File: config.mk
export PLATFORM = sky130hd
export DESIGN_NAME = rbb_writeback
export DESIGN_NICKNAME = d
export VERILOG_FILES = /design/src/rtl/rbb_pkg.sv /design/src/rtl/rbb_wb_credit.sv /design/src/rtl/rbb_writeback.sv
export SDC_FILE = /design/constraint.sdc
export NUM_CORES = 1
export LEC_CHECK = 0
export CORE_AREA = 3 3 434 436
export DETAILED_ROUTE_END_ITERATION = 10
export DIE_AREA = 0 0 437 439
export REMOVE_ABC_BUFFERS = 1
export SLEW_MARGIN = 15
export SYNTH_ARGS = -nofsm -noshare
export SYNTH_HDL_FRONTEND = slang
export SYNTH_SLANG_ARGS = --single-unit
export TNS_END_PERCENT = 10
File: constraint.sdc
create_clock -name clk -period 25.2 [get_ports clk]
set_input_delay 2.52 -clock clk [delete_from_list [all_inputs] [get_ports clk]]
set_output_delay 2.52 -clock clk [all_outputs]
set_load 0.01 [all_outputs]
File: src/rtl/rbb_pkg.sv
// rbb_pkg: shared FSM states, batch sizing and mdata layout for the result-batch writeback.
package rbb_pkg;
   typedef enum logic [2:0] {IDLE, ISSUE, GAP, DRAIN, DONE} state_t;
   localparam int MDATA_IDX_LSB = 0;
   function automatic int num_lines(input int addr_width);
      return 1 << addr_width;
   endfunction
endpackage

File: src/rtl/rbb_wb_credit.sv
// rbb_wb_credit: counts un-responded host writes; flags full, empty and stray responses.
module rbb_wb_credit #(
   parameter int MAX_OUTSTANDING = 16
) (
   input  logic clk,
   input  logic reset,
   input  logic inc,
   input  logic dec,
   output logic full,
   output logic empty,
   output logic err
);
   localparam int CW = $clog2(MAX_OUTSTANDING) + 1;
   logic [CW-1:0] cnt;
   assign full  = cnt == CW'(MAX_OUTSTANDING);
   assign empty = cnt == '0;
   always_ff @(posedge clk or posedge reset) begin
      if (reset) begin
         cnt <= '0;
         err <= 1'b0;
      end else begin
         if (inc && !dec) cnt <= cnt + 1'b1;
         else if (dec && !inc && !empty) cnt <= cnt - 1'b1;
         // a response with nothing outstanding is a host protocol error
         if (dec && !inc && empty) err <= 1'b1;
      end
   end
endmodule

File: src/rtl/rbb_writeback.sv
// rbb_writeback: drains one result batch line by line into host cache-line writes,
// then pulses batch_done once every write has been acknowledged.
module rbb_writeback
   import rbb_pkg::*;
#(
   parameter int RBB_ADDR_WIDTH  = 6,
   parameter int RBB_DATA_WIDTH  = 512,
   parameter int CL_ADDR_WIDTH   = 32,
   parameter int MAX_OUTSTANDING = 16,
   parameter int MDATA_WIDTH     = 16
) (
   input  logic                      clk,
   input  logic                      reset,
   input  logic [CL_ADDR_WIDTH-1:0]  batch_base_addr,
   input  logic                      rbb_req_valid,
   input  logic [RBB_ADDR_WIDTH-1:0] rbb_req_line_idx,
   input  logic [RBB_DATA_WIDTH-1:0] rbb_rd_dout,
   output logic                      rbb_req_ack,
   output logic                      wr_req_valid,
   output logic [CL_ADDR_WIDTH-1:0]  wr_req_addr,
   output logic [RBB_DATA_WIDTH-1:0] wr_req_data,
   output logic [MDATA_WIDTH-1:0]    wr_req_mdata,
   input  logic                      wr_almost_full,
   input  logic                      wr_rsp_valid,
   output logic                      busy,
   output logic                      batch_done,
   output logic                      rsp_err
);
   localparam logic [RBB_ADDR_WIDTH:0] LAST = (RBB_ADDR_WIDTH+1)'(num_lines(RBB_ADDR_WIDTH) - 1);
   state_t state, state_n;
   logic [CL_ADDR_WIDTH-1:0] base_r;
   logic [RBB_ADDR_WIDTH:0] sent;
   logic can_issue, full, empty;

   rbb_wb_credit #(.MAX_OUTSTANDING(MAX_OUTSTANDING)) u_credit (
      .clk(clk), .reset(reset), .inc(can_issue), .dec(wr_rsp_valid),
      .full(full), .empty(empty), .err(rsp_err)
   );

   assign can_issue   = state == ISSUE && rbb_req_valid && !wr_almost_full && !full;
   assign rbb_req_ack = can_issue;
   assign busy        = state != IDLE;
   assign batch_done  = state == DONE;

   always_comb begin
      state_n = state;
      case (state)
         IDLE:    state_n = rbb_req_valid ? GAP : IDLE;
         GAP:     state_n = ISSUE;
         ISSUE:   state_n = !can_issue ? ISSUE : (sent == LAST ? DRAIN : GAP);
         // the last write is still registered for one cycle after its ack
         DRAIN:   state_n = (empty && !wr_req_valid) ? DONE : DRAIN;
         DONE:    state_n = IDLE;
         default: state_n = IDLE;
      endcase
   end

   always_ff @(posedge clk or posedge reset) begin
      if (reset) begin
         state        <= IDLE;
         base_r       <= '0;
         sent         <= '0;
         wr_req_valid <= 1'b0;
         wr_req_addr  <= '0;
         wr_req_data  <= '0;
         wr_req_mdata <= '0;
      end else begin
         state        <= state_n;
         wr_req_valid <= can_issue;
         if (state == IDLE && rbb_req_valid) begin
            base_r <= batch_base_addr;
            sent   <= '0;
         end
         if (can_issue) begin
            sent         <= sent + 1'b1;
            wr_req_addr  <= base_r + CL_ADDR_WIDTH'(rbb_req_line_idx);
            wr_req_data  <= rbb_rd_dout;
            wr_req_mdata <= MDATA_WIDTH'(rbb_req_line_idx) << MDATA_IDX_LSB;
         end
      end
   end
endmodule

==> impl_metrics.py <==
metrics = {
    "worst_hold_path": {
        "hp-start": "wr_req_data[214]",
        "whs_path_depth": 2,
        "hold_end": "wr_req_data[214]",
        "hp-class": "reg2reg",
    },
    "worst_setup_path": {
        "slowest_delay_ns": 0.65,
        "r2r_slack_ns": 19.92,
        "worst_path_max_delay_cell": "clkdlybuf4s50_1",
        "cp_max_fo": 34,
        "worstSetupPathType": "in2out",
        "path_cells": "clkdlybuf4s50_1 -> nand4bb_1 -> a211o_4 -> inv_8 -> clkdlybuf4s50_1",
        "startpoint_type": "input pin",
        "timing.rr.end": "wr_req_data[167]",
        "critPathArrivalTime_ns": 4.68,
        "crit-reg2reg-launch": "state[1]",
        "cp_num_buf_inv": 3,
        "reg2regPathDepth": 9,
        "crit_path_end_kind": "output port",
        "path_common_cell": "clkdlybuf4s50_1",
        "crit_family": "buffers and inverters",
        "crit_required_ns": 22.68,
    },
    "timing": {
        "final_hold_viol_count": 0,
        "max-slew-margin-rel_pct": 31.6,
        "fin_crit_sh_pct": 28.6,
        "rsz0062_at_grt": "false",
        "setup-tns-final_ns": 0,
        "fmax_mhz": 139,
        "fin_crit_ns": 7.20,
        "slew_violations": 0,
        "fin_skew_ns": 0.0376,
        "finalSetupViolCount": 0,
        "tightest_slew_ns": 1.03,
    },
    "floorplanning": {
        "start_util_pct": 12.7,
        "core.rowCount": 158,
        "die_x_um": 437,
        "boundaryPins": 1120,
        "die_height_um": 439,
        "core_um2": 185000,
        "die_area_um2": 192000,
    },
    "yosys": {
        "synth_cell_types": 57,
        "synth_cells": 2580,
        "yosys.area.top_type": "dfrtp_1",
        "seq_area_frac_synth_pct": 63.7,
        "syn-cell-area_um2": 23500,
        "synth-edff-count": 0,
        "synth_flop_cell": "dfrtp_1",
        "synth_seq_cells": 599,
        "ys_warn_count": 0,
        "synthTopCellsByArea": "dfrtp_1 (64%), nand2_1 (26%), buf_2 (1.6%), mux2_2 (1.4%), o21ai_0 (0.94%)",
        "yosysTopAreaCellShare_pct": 63.7,
        "avgSynthCellArea_um2": 9.12,
        "synthArstFlopShare_pct": 100,
    },
    "cts": {
        "htree_levels": 3,
        "clock-root-buffer": "clkbuf_16",
        "clock-sinks": 599,
        "clkTransAtPathRegs_ns": 0.05,
        "postCtsSetupBuffers": 0,
        "cts_tree": "yes",
        "cts_buffers": 79,
        "clock_latency_ns": 0.70,
        "cts_hold_buf": 0,
        "ctsResizeCount": 0,
        "cts_max_path_buffers": 3,
    },
    "routing": {
        "wirelength_mm": 155,
        "num_vias": 22300,
        "postRouteAntennaNets": 0,
        "wl_per_cell_um": 24.8,
        "dr.pass1.iters": 7,
        "vias_per_cell": 3.58,
        "route.detailed.drc": 0,
        "drt-initial-drc-count": 1487,
    },
    "final_layout": {
        "fill_cells": 20300,
        "register_area_um2": 15000,
        "area.growth.synth_to_final_pct": 69.9,
        "multi_input_area_um2": 7820,
        "nets": 4232,
        "drive_gt1_share_pct": 5.31,
    },
    "power": {
        "irDropWorstVdd_mv": 0.0612,
        "power.leakage_nw": 18.2,
        "p_per_area_nw_per_um2": 127,
        "finalPower_mw": 5.06,
    },
    "global_route": {
        "grt-ovfl-total": 0,
        "track_usage_pct": 15.5,
        "grt_start_max_net_pins": 176,
        "grt_pass1_wl_mm": 203,
        "antenna_found_initial": 62,
        "first_global_vias": 22200,
    },
    "placed_design": {
        "io_buffers": 1109,
        "place.gp.congestion": 0.979,
        "hpwl_mm": 127,
    },
    "flow_run": {
        "cap_violations": 0,
    },
    "outcome": {
        "status": "complete, no violations",
    },
}
-- worst min-delay path, stage by stage (launching register included) --
cell	delay, ns
dfrtp_1	0.33
nand2_1	0.05
nand2_1	0.05
-- layer usage --
| metal | vias up | GRT usage (%) | share of wire, % |
|---|---|---|---|
| li1 | 10100 | - | - |
| met1 | 11000 | 17.6 | 38 |
| met2 | 893 | 25.3 | 48 |
| met3 | 236 | 7.59 | 11 |
| met4 | 6 | 5.53 | 3.4 |
| met5 | - | 0 | 0.026 |
-- worst max path at each step --
stage | from | to | slack (ns) | cells after the start
2_1_floorplan | reset | base_r[0] | 5.91 | 1
3_3_place_gp | rbb_req_valid | wr_req_data[235] | 17.57 | 10
3_5_place_dp | rbb_req_valid | wr_req_data[50] | 17.45 | 10
4_1_cts | rbb_req_valid | rbb_req_ack | 18.01 | 5
5_1_grt | rbb_req_valid | wr_req_data[108] | 17.86 | 10
6_report | rbb_req_valid | rbb_req_ack | 18.00 | 5
-- where the power goes --
group / leakage, nW / total, mW / switching [mW] / internal, mW
registers: 7.46 / 1.72 / 0.309 / 1.41
clock network: 1.30 / 1.17 / 0.484 / 0.685
logic: 9.49 / 2.17 / 1.17 / 1.01
total: 18.2 / 5.06 / 1.96 / 3.10
-- kinds of logic (layout without fill, tap and decap cells) --
logic type / after synthesis / count (layout) / share of synthesized area, %
AND/OR/NAND/NOR: 1676 / 1676 / 27.6
flip-flops: 599 / 599 / 63.7
buffers and inverters: 150 / 1287 / 3.27
AO/OA/AOI/OAI: 79 / 79 / 2.04
multiplexers: 33 / 33 / 1.57
XOR/XNOR: 29 / 29 / 1.08
adder cells (fa/ha/maj): 13 / 13 / 0.755
other: 1 / 29 / 0.0159
-- state kept, by name, indices dropped and copies added (netlist names) --
register      cells
u_credit.cnt      5
u_credit.err      1
wr_req_addr      32
wr_req_mdata      6
sent              7
wr_req_data     512
state             3
wr_req_valid      1
base_r           32
-- cell type report --
type / instances / share of cell area (%)
Sequential cell: 599 / 37.5
Timing Repair Buffer: 1134 / 28.3
Multi-Input combinational cell: 1840 / 19.6
Tap cell: 2480 / 7.76
Clock buffer: 114 / 5.70
Clock inverter: 29 / 0.961
Inverter: 10 / 0.131
Antenna cell: 19 / 0.119
-- placed cells by master (no fill, tap or decap), types with 3 or more instances in the layout --
master	n
nand4_1	3
nand3_1	14
clkinvlp_4	3
a21oi_1	8
clkdlybuf4s50_1	1109
xnor2_1	20
clkinv_2	11
conb_1	10
nor3_1	4
clkbuf_16	79
buf_4	24
inv_1	7
a211oi_1	4
clkbuf_1	18
or4_1	3
clkbuf_8	17
or3_1	5
a31oi_1	5
diode_2	19
and3_1	7
nor2_1	7
nand2_1	1605
nor3b_1	3
ha_1	11
a21o_2	3
and4_1	3
o21ai_0	44
mux2_2	30
inv_6	4
xor2_1	9
bufinv_16	5
dfrtp_1	599
nor4_1	5
and3_2	3
-- cells in the mapped netlist (all sizes together) (2+ instances only) --
cell,instances
ha,11
and3,10
nand2,1605
nor3b,3
nand3b,2
a21oi,9
buf,105
a31oi,5
clkbuf,35
or4,3
nor3,4
or3,6
dfrtp,599
nand2b,2
nor2,8
o21ai,44
o31ai,2
fa,2
mux2,32
a211oi,4
and4,4
nor2b,2
inv,10
xnor2,20
nand4,4
o211ai,2
a21o,4
xor2,9
nand3,14
nor4,6
-- metrics by stage --
step / utilization, % / hold slack, ns / setup WS (ns) / std cells / instance area (um^2)
2_1_floorplan: - / 0.441 / 5.91 / 2449 / 22800
3_3_place_gp: 20.1 / 0.456 / 17.57 / 6063 / 37300
3_5_place_dp: 20.1 / 0.461 / 17.45 / 6063 / 37300
4_1_cts: 21.6 / 0.474 / 18.01 / 6206 / 39900
5_1_grt: 21.6 / 0.490 / 17.86 / 6218 / 40000
6_report: 21.6 / 0.469 / 18.00 / 6225 / 40000
No activity file was read; power rests on OpenSTA's default activity.
